`src/rtl/acc_rmw_ctrl.sv`:
```
// Read-modify-write accumulator in front of a 4x80b partial-sum RAM; drains on last beat.
// Define ACC_SAT_EN for signed saturating accumulation (wrapping add otherwise).
module acc_rmw_ctrl #(
    parameter int DATA_W = 80,
    parameter int ADDR_W = 2
) (
    input  logic              clk,
    input  logic              rst,
    input  logic              in_valid,
    output logic              in_ready,
    input  logic [DATA_W-1:0] in_data,
    input  logic [ADDR_W-1:0] in_addr,
    input  logic              in_last,
    output logic [ADDR_W-1:0] ram_rdaddress,
    output logic [ADDR_W-1:0] ram_wraddress,
    output logic              ram_wren,
    output logic [DATA_W-1:0] ram_data,
    input  logic [DATA_W-1:0] ram_q,
    output logic              out_valid,
    input  logic              out_ready,
    output logic [DATA_W-1:0] out_data,
    output logic [ADDR_W-1:0] out_addr,
    output logic              out_last,
    output logic              busy
);

    localparam int DEPTH = 2 ** ADDR_W;
    localparam int CW    = ADDR_W + 1;
    localparam logic [ADDR_W-1:0] LAST_SLOT = ADDR_W'(DEPTH - 1);

    typedef enum logic [1:0] {
        S_CLEAR,
        S_ACC,
        S_DRAIN
    } state_t;

    state_t            state_q, state_d;
    logic [CW-1:0]     cnt_q, cnt_d;
    logic              in_ready_q, in_ready_d;
    logic              pend_q, pend_d;
    logic [DATA_W-1:0] data_q, data_d;
    logic [ADDR_W-1:0] p_q, p_d;
    logic [ADDR_W-1:0] p_prev_q, p_prev_d;
    logic              rvalid_q, rvalid_d;
    logic              issued_q, issued_d;
    logic [ADDR_W-1:0] wraddr_q, wraddr_d;
    logic              out_valid_q, out_valid_d;
    logic [DATA_W-1:0] out_data_q, out_data_d;
    logic [ADDR_W-1:0] out_addr_q, out_addr_d;
    logic              out_last_q, out_last_d;

    logic [ADDR_W-1:0] rd_addr;
    logic              wren;
    logic [DATA_W-1:0] wdata;
    logic [DATA_W-1:0] sum;
    logic              accept;
    logic              capture;
    logic              advance;

    function automatic logic [DATA_W-1:0] acc_add(
        input logic [DATA_W-1:0] a,
        input logic [DATA_W-1:0] b
    );
        logic [DATA_W-1:0] s;
        s = a + b;
`ifdef ACC_SAT_EN
        if (a[DATA_W-1] == b[DATA_W-1] && s[DATA_W-1] != a[DATA_W-1]) begin
            s = a[DATA_W-1] ? {1'b1, {(DATA_W-1){1'b0}}}
                            : {1'b0, {(DATA_W-1){1'b1}}};
        end
`endif
        return s;
    endfunction

    always_comb begin
        state_d     = state_q;
        cnt_d       = cnt_q;
        in_ready_d  = in_ready_q;
        pend_d      = 1'b0;
        data_d      = data_q;
        p_d         = p_q;
        p_prev_d    = p_prev_q;
        rvalid_d    = rvalid_q;
        issued_d    = issued_q;
        out_valid_d = out_valid_q;
        out_data_d  = out_data_q;
        out_addr_d  = out_addr_q;
        out_last_d  = out_last_q;
        rd_addr     = '0;
        wren        = 1'b0;
        wdata       = '0;
        capture     = 1'b0;
        advance     = 1'b0;
        accept      = 1'b0;
        sum         = acc_add(ram_q, data_q);

        unique case (state_q)
            S_CLEAR: begin
                rd_addr = cnt_q[ADDR_W-1:0];
                wren    = (cnt_q != '0);
                cnt_d   = cnt_q + 1'b1;
                if (cnt_q == CW'(DEPTH)) begin
                    state_d    = S_ACC;
                    in_ready_d = 1'b1;
                    cnt_d      = '0;
                end
            end
            S_ACC: begin
                accept  = in_valid && in_ready_q;
                rd_addr = in_addr;
                if (accept) begin
                    pend_d = 1'b1;
                    data_d = in_data;
                    if (in_last) begin
                        in_ready_d = 1'b0;
                        state_d    = S_DRAIN;
                        p_d        = '0;
                        issued_d   = 1'b0;
                        rvalid_d   = 1'b0;
                    end
                end
            end
            S_DRAIN: begin
                capture = rvalid_q && (!out_valid_q || out_ready);
                advance = !issued_q && (!rvalid_q || capture);
                // On a stall the held slot is re-read so ram_q stays valid.
                rd_addr = (rvalid_q && !capture) ? p_prev_q : p_q;
                if (advance) begin
                    p_prev_d = p_q;
                    p_d      = p_q + 1'b1;
                    rvalid_d = 1'b1;
                    issued_d = (p_q == LAST_SLOT);
                end else if (capture) begin
                    rvalid_d = 1'b0;
                end
                if (capture && p_prev_q == LAST_SLOT) begin
                    state_d    = S_ACC;
                    in_ready_d = 1'b1;
                end
            end
            default: begin
                state_d = S_CLEAR;
            end
        endcase

        if (pend_q) begin
            wren  = 1'b1;
            wdata = sum;
        end
        if (capture) begin
            wren        = 1'b1;
            wdata       = '0;
            out_valid_d = 1'b1;
            out_data_d  = ram_q;
            out_addr_d  = p_prev_q;
            out_last_d  = (p_prev_q == LAST_SLOT);
        end else if (out_ready) begin
            out_valid_d = 1'b0;
        end
        wraddr_d = rd_addr;
    end

    always_ff @(posedge clk) begin
        if (rst) begin
            state_q     <= S_CLEAR;
            cnt_q       <= '0;
            in_ready_q  <= 1'b0;
            pend_q      <= 1'b0;
            data_q      <= '0;
            p_q         <= '0;
            p_prev_q    <= '0;
            rvalid_q    <= 1'b0;
            issued_q    <= 1'b0;
            wraddr_q    <= '0;
            out_valid_q <= 1'b0;
            out_data_q  <= '0;
            out_addr_q  <= '0;
            out_last_q  <= 1'b0;
        end else begin
            state_q     <= state_d;
            cnt_q       <= cnt_d;
            in_ready_q  <= in_ready_d;
            pend_q      <= pend_d;
            data_q      <= data_d;
            p_q         <= p_d;
            p_prev_q    <= p_prev_d;
            rvalid_q    <= rvalid_d;
            issued_q    <= issued_d;
            wraddr_q    <= wraddr_d;
            out_valid_q <= out_valid_d;
            out_data_q  <= out_data_d;
            out_addr_q  <= out_addr_d;
            out_last_q  <= out_last_d;
        end
    end

    assign in_ready      = in_ready_q;
    assign busy          = (state_q != S_ACC);
    assign ram_rdaddress = rd_addr;
    assign ram_wraddress = wraddr_q;
    assign ram_wren      = wren;
    assign ram_data      = wdata;
    assign out_valid     = out_valid_q;
    assign out_data      = out_data_q;
    assign out_addr      = out_addr_q;
    assign out_last      = out_last_q;

endmodule

```
`config.mk`:
```
export PLATFORM = sky130hd
export DESIGN_NAME = acc_rmw_ctrl
export DESIGN_NICKNAME = d
export VERILOG_FILES = /design/src/rtl/acc_rmw_ctrl.sv
export SDC_FILE = /design/constraint.sdc
export NUM_CORES = 1
export LEC_CHECK = 0
export BUFFER_PORTS_ARGS = -buffer_cell sky130_fd_sc_hd__buf_2
export CAP_MARGIN = 20
export CORE_MARGIN = 5
export CORE_UTILIZATION = 40
export DETAILED_ROUTE_END_ITERATION = 8
export PLACE_DENSITY = 0.72
export SYNTH_ARGS = -nofsm -noshare
export SYNTH_HDL_FRONTEND = slang
export SYNTH_SLANG_ARGS = --single-unit
```
`constraint.sdc`:
```
create_clock -name clk -period 5.4 [get_ports clk]
set_input_delay 1.35 -clock clk [delete_from_list [all_inputs] [get_ports clk]]
set_output_delay 1.35 -clock clk [all_outputs]
set_load 0.02 [all_outputs]
```
==> flow_summary.toml <==
[clock_tree]
worst_skew_pair.late_latency_ps = 450
cts_buffers = 17
cts-root-buf = "clkbuf_16"
htreeDepth = 4
path_clk_slew_ps = 70
tritoncts = "done"
clockBufferDepth = 2
clock_sinks = 179
cts_hold_buf = 0

[cells_and_area]
drive_above_1_share_pct = 33.98
final_common_cell = "nand2_1"
area_growth_pct = 42.01
diodes = 0
fin_nets = 2297
finalNonFillerCells = 2444
final_cell_mix = "nand2_1 (405), buf_2 (313), a21oi_1 (247)"

[synth]
seq_area_frac_synth_pct = 31.18
syn-cell-area_um2 = 11490
synthArstFlopShare_pct = 0
synthFlopType = "dfxtp_1"
synth_top_cell_area_share_pct = 31.18
syn_avg_cell_area_um2 = 7.142
yosys.area.top_type = "dfxtp_1"
ys_warn_count = 0
synthDistinctLibCells = 76
synth.area.top_cells = "dfxtp_1 (31%), nand2_1 (14%), a21oi_1 (12%)"
synth-edff-count = 0
synthCells = 1609
synthesis.nets = 1859
ys_seq_elements = 179

[critical_path]
required_ps = 4050
timing.critical_path.mode_cell = "buf_4"
cp-start-kind = "input pin"
critPathTopFamily = "compound AO/OA/AOI/OAI gates"
crit_fanout = 3
critPathKind = "input pin to output pin"
arrival_ps = 4080
slowest_delay_ps = 330
slowest_stage = "a311oi_4"
path_cells = "buf_2 > ha_4 > nand3_2 > buf_4 > a21oi_1 > nor3_2 > buf_4 > a311oi_4 > nor4b_4 > o21a_2 > o21ba_4 > o21ai_2 > a21oi_2 > xor2_1 > nor2_1 > buf_4"
path_buf_inv = 4
ff2ff_setup_slack_ps = 2840
cp-end-kind = "output pin"

[hold_path]
hp-class = "flip-flop to flip-flop"

[power_and_ir_drop]
peakVddDrop_mv = 0.1609
power_density_nw_per_um2 = 184.8
power_w = 0.003016
power_leakage_nw = 7.131

[die]
die_h_um = 179.5
dieArea_um2 = 32220
io_pins = 338
initial_utilization_pct = 40.25
row_count = 62
coreArea_um2 = 28550
die_x_um = 179.5

[flow_run]
drv_cap = 0

[routing]
first_pass_iters = 5
via_per_inst = 5.302
drt_iter0_markers = 718
drt-total-wl_um = 40930
final_antenna_net_count = 0
vias = 12958
drc = 0
wire_per_inst_um = 16.75

[sta]
fmax_ghz = 0.1840
finalHoldViolCount = 0
final.min_clock_period_ps = 5434
setup_viol = 2
slew_headroom_pct = 33.79
fin_crit_sh_pct = 100.6
skew_ps = 11.41
worst_slack_ps = -34.21
worst_pin_slew_ps = 993.2
rsz0062_at_grt = "yes"
maxSlewViolCount = 0

[place]
gp_congestion = 0.9040
placed_cells = 2391
place_ws_ps = -339.6
io_buffers = 337
place_hpwl_um = 29780

[grt]
grtUsageMet1_pct = 28.22
grt_max_degree = 108
grtUsageTotal_pct = 23.52
use_met2_pct = 41.53
overflow = 0
grt_util_met3_pct = 5.416
antenna_found_initial = 1
first_global_vias = 12863
grt_pass1_wl_um = 64160
top_usage_layer = "met2"

[run_status]
violations = "negative setup slack"
outcome = "complete, but fails checks"
power by group:
group,switching (W),leakage (nW),total (W),internal [W]
clock network,0.000612,0.293,0.00132,0.000703
logic,0.000206,5.40,0.000372,0.000165
registers,0.00000495,1.44,0.00133,0.00132
total,0.000823,7.13,0.00302,0.00219
what timing repair did:
item | CTS | global route
setup endpoints to repair | 30 | 32
endpoints found under the hold margin | 0 | 0
resized for setup | 76 | 108
pin swaps | 42 | 73
setup buffers | 9 | 14
cell usage after synthesis, types with 13 or more instances:
cell,number
a21oi_1,265
clkbuf_1,80
inv_1,25
nor2b_1,13
ha_1,82
nor2_1,148
nand3_1,27
nand2_1,414
xnor2_1,36
o21bai_1,13
nand4_1,25
dfxtp_1,179
a21o_1,37
xor2_1,37
o21ai_0,40
nor3_1,25
state kept, by name, summed over array words and instances, names as in the netlist, 2 cells and up:
name and cells:
cnt_q 3, data_q 80, out_addr 2, out_data 80
p_prev_q 2, p_q 2, ram_wraddress 2, state_q 2
path summary, 6_finish.rpt:
kind,from,to,cells past startpoint
min reg2reg,out_data[3],out_data[3],2
max reg2reg,state_q[0],data_q[24],5
min,out_data[3],out_data[3],2
max,ram_q[8],ram_data[77],16
final cells by class:
type,count,area [um^2]
clock inverter,15,183.9
timing repair buffer,508,3064
tap,384,480.5
inverter,25,93.84
multi-input combinational,1316,8487
sequential,179,3583
fill,2670,12230
clock buffer,17,425.4
worst register-to-register path: cells and delay by family, from the launching register on:
family	cells	cell delay, ps
simple gates	3	1280
flops	1	530
compound gates	1	150
buf+inv	1	520
per-stage QoR:
stage                     hold WS [ps]  util (%)  setup TNS [ps]  instance area (um^2)
after CTS                        453.9     54.78               0                 15640
after global placement           438.6     50.75           -2824                 14490
final                            452.2     57.16          -51.93                 16320
after global routing             468.7     57.16           -2096                 16320
after floorplan                  432.3         -               0                 11490
after detailed placement         444.0     50.75           -4290                 14490
per-layer routing:
layer	vias to the layer above	routed length (um)
met5	-	0
met4	0	1182
met3	78	2524
met2	409	20190
met1	6068	17030
li1	6403	-
logic make-up after synthesis:
logic type / count (synthesis) / share of synthesized area, %
compound gates: 450 / 23.91
xor+xnor: 73 / 5.564
fa+ha+maj: 83 / 9.103
buf+inv: 114 / 3.789
flops: 179 / 31.18
mux: 7 / 0.6207
simple gates: 703 / 25.83
Note: power is estimated with default switching activity, not from simulation.
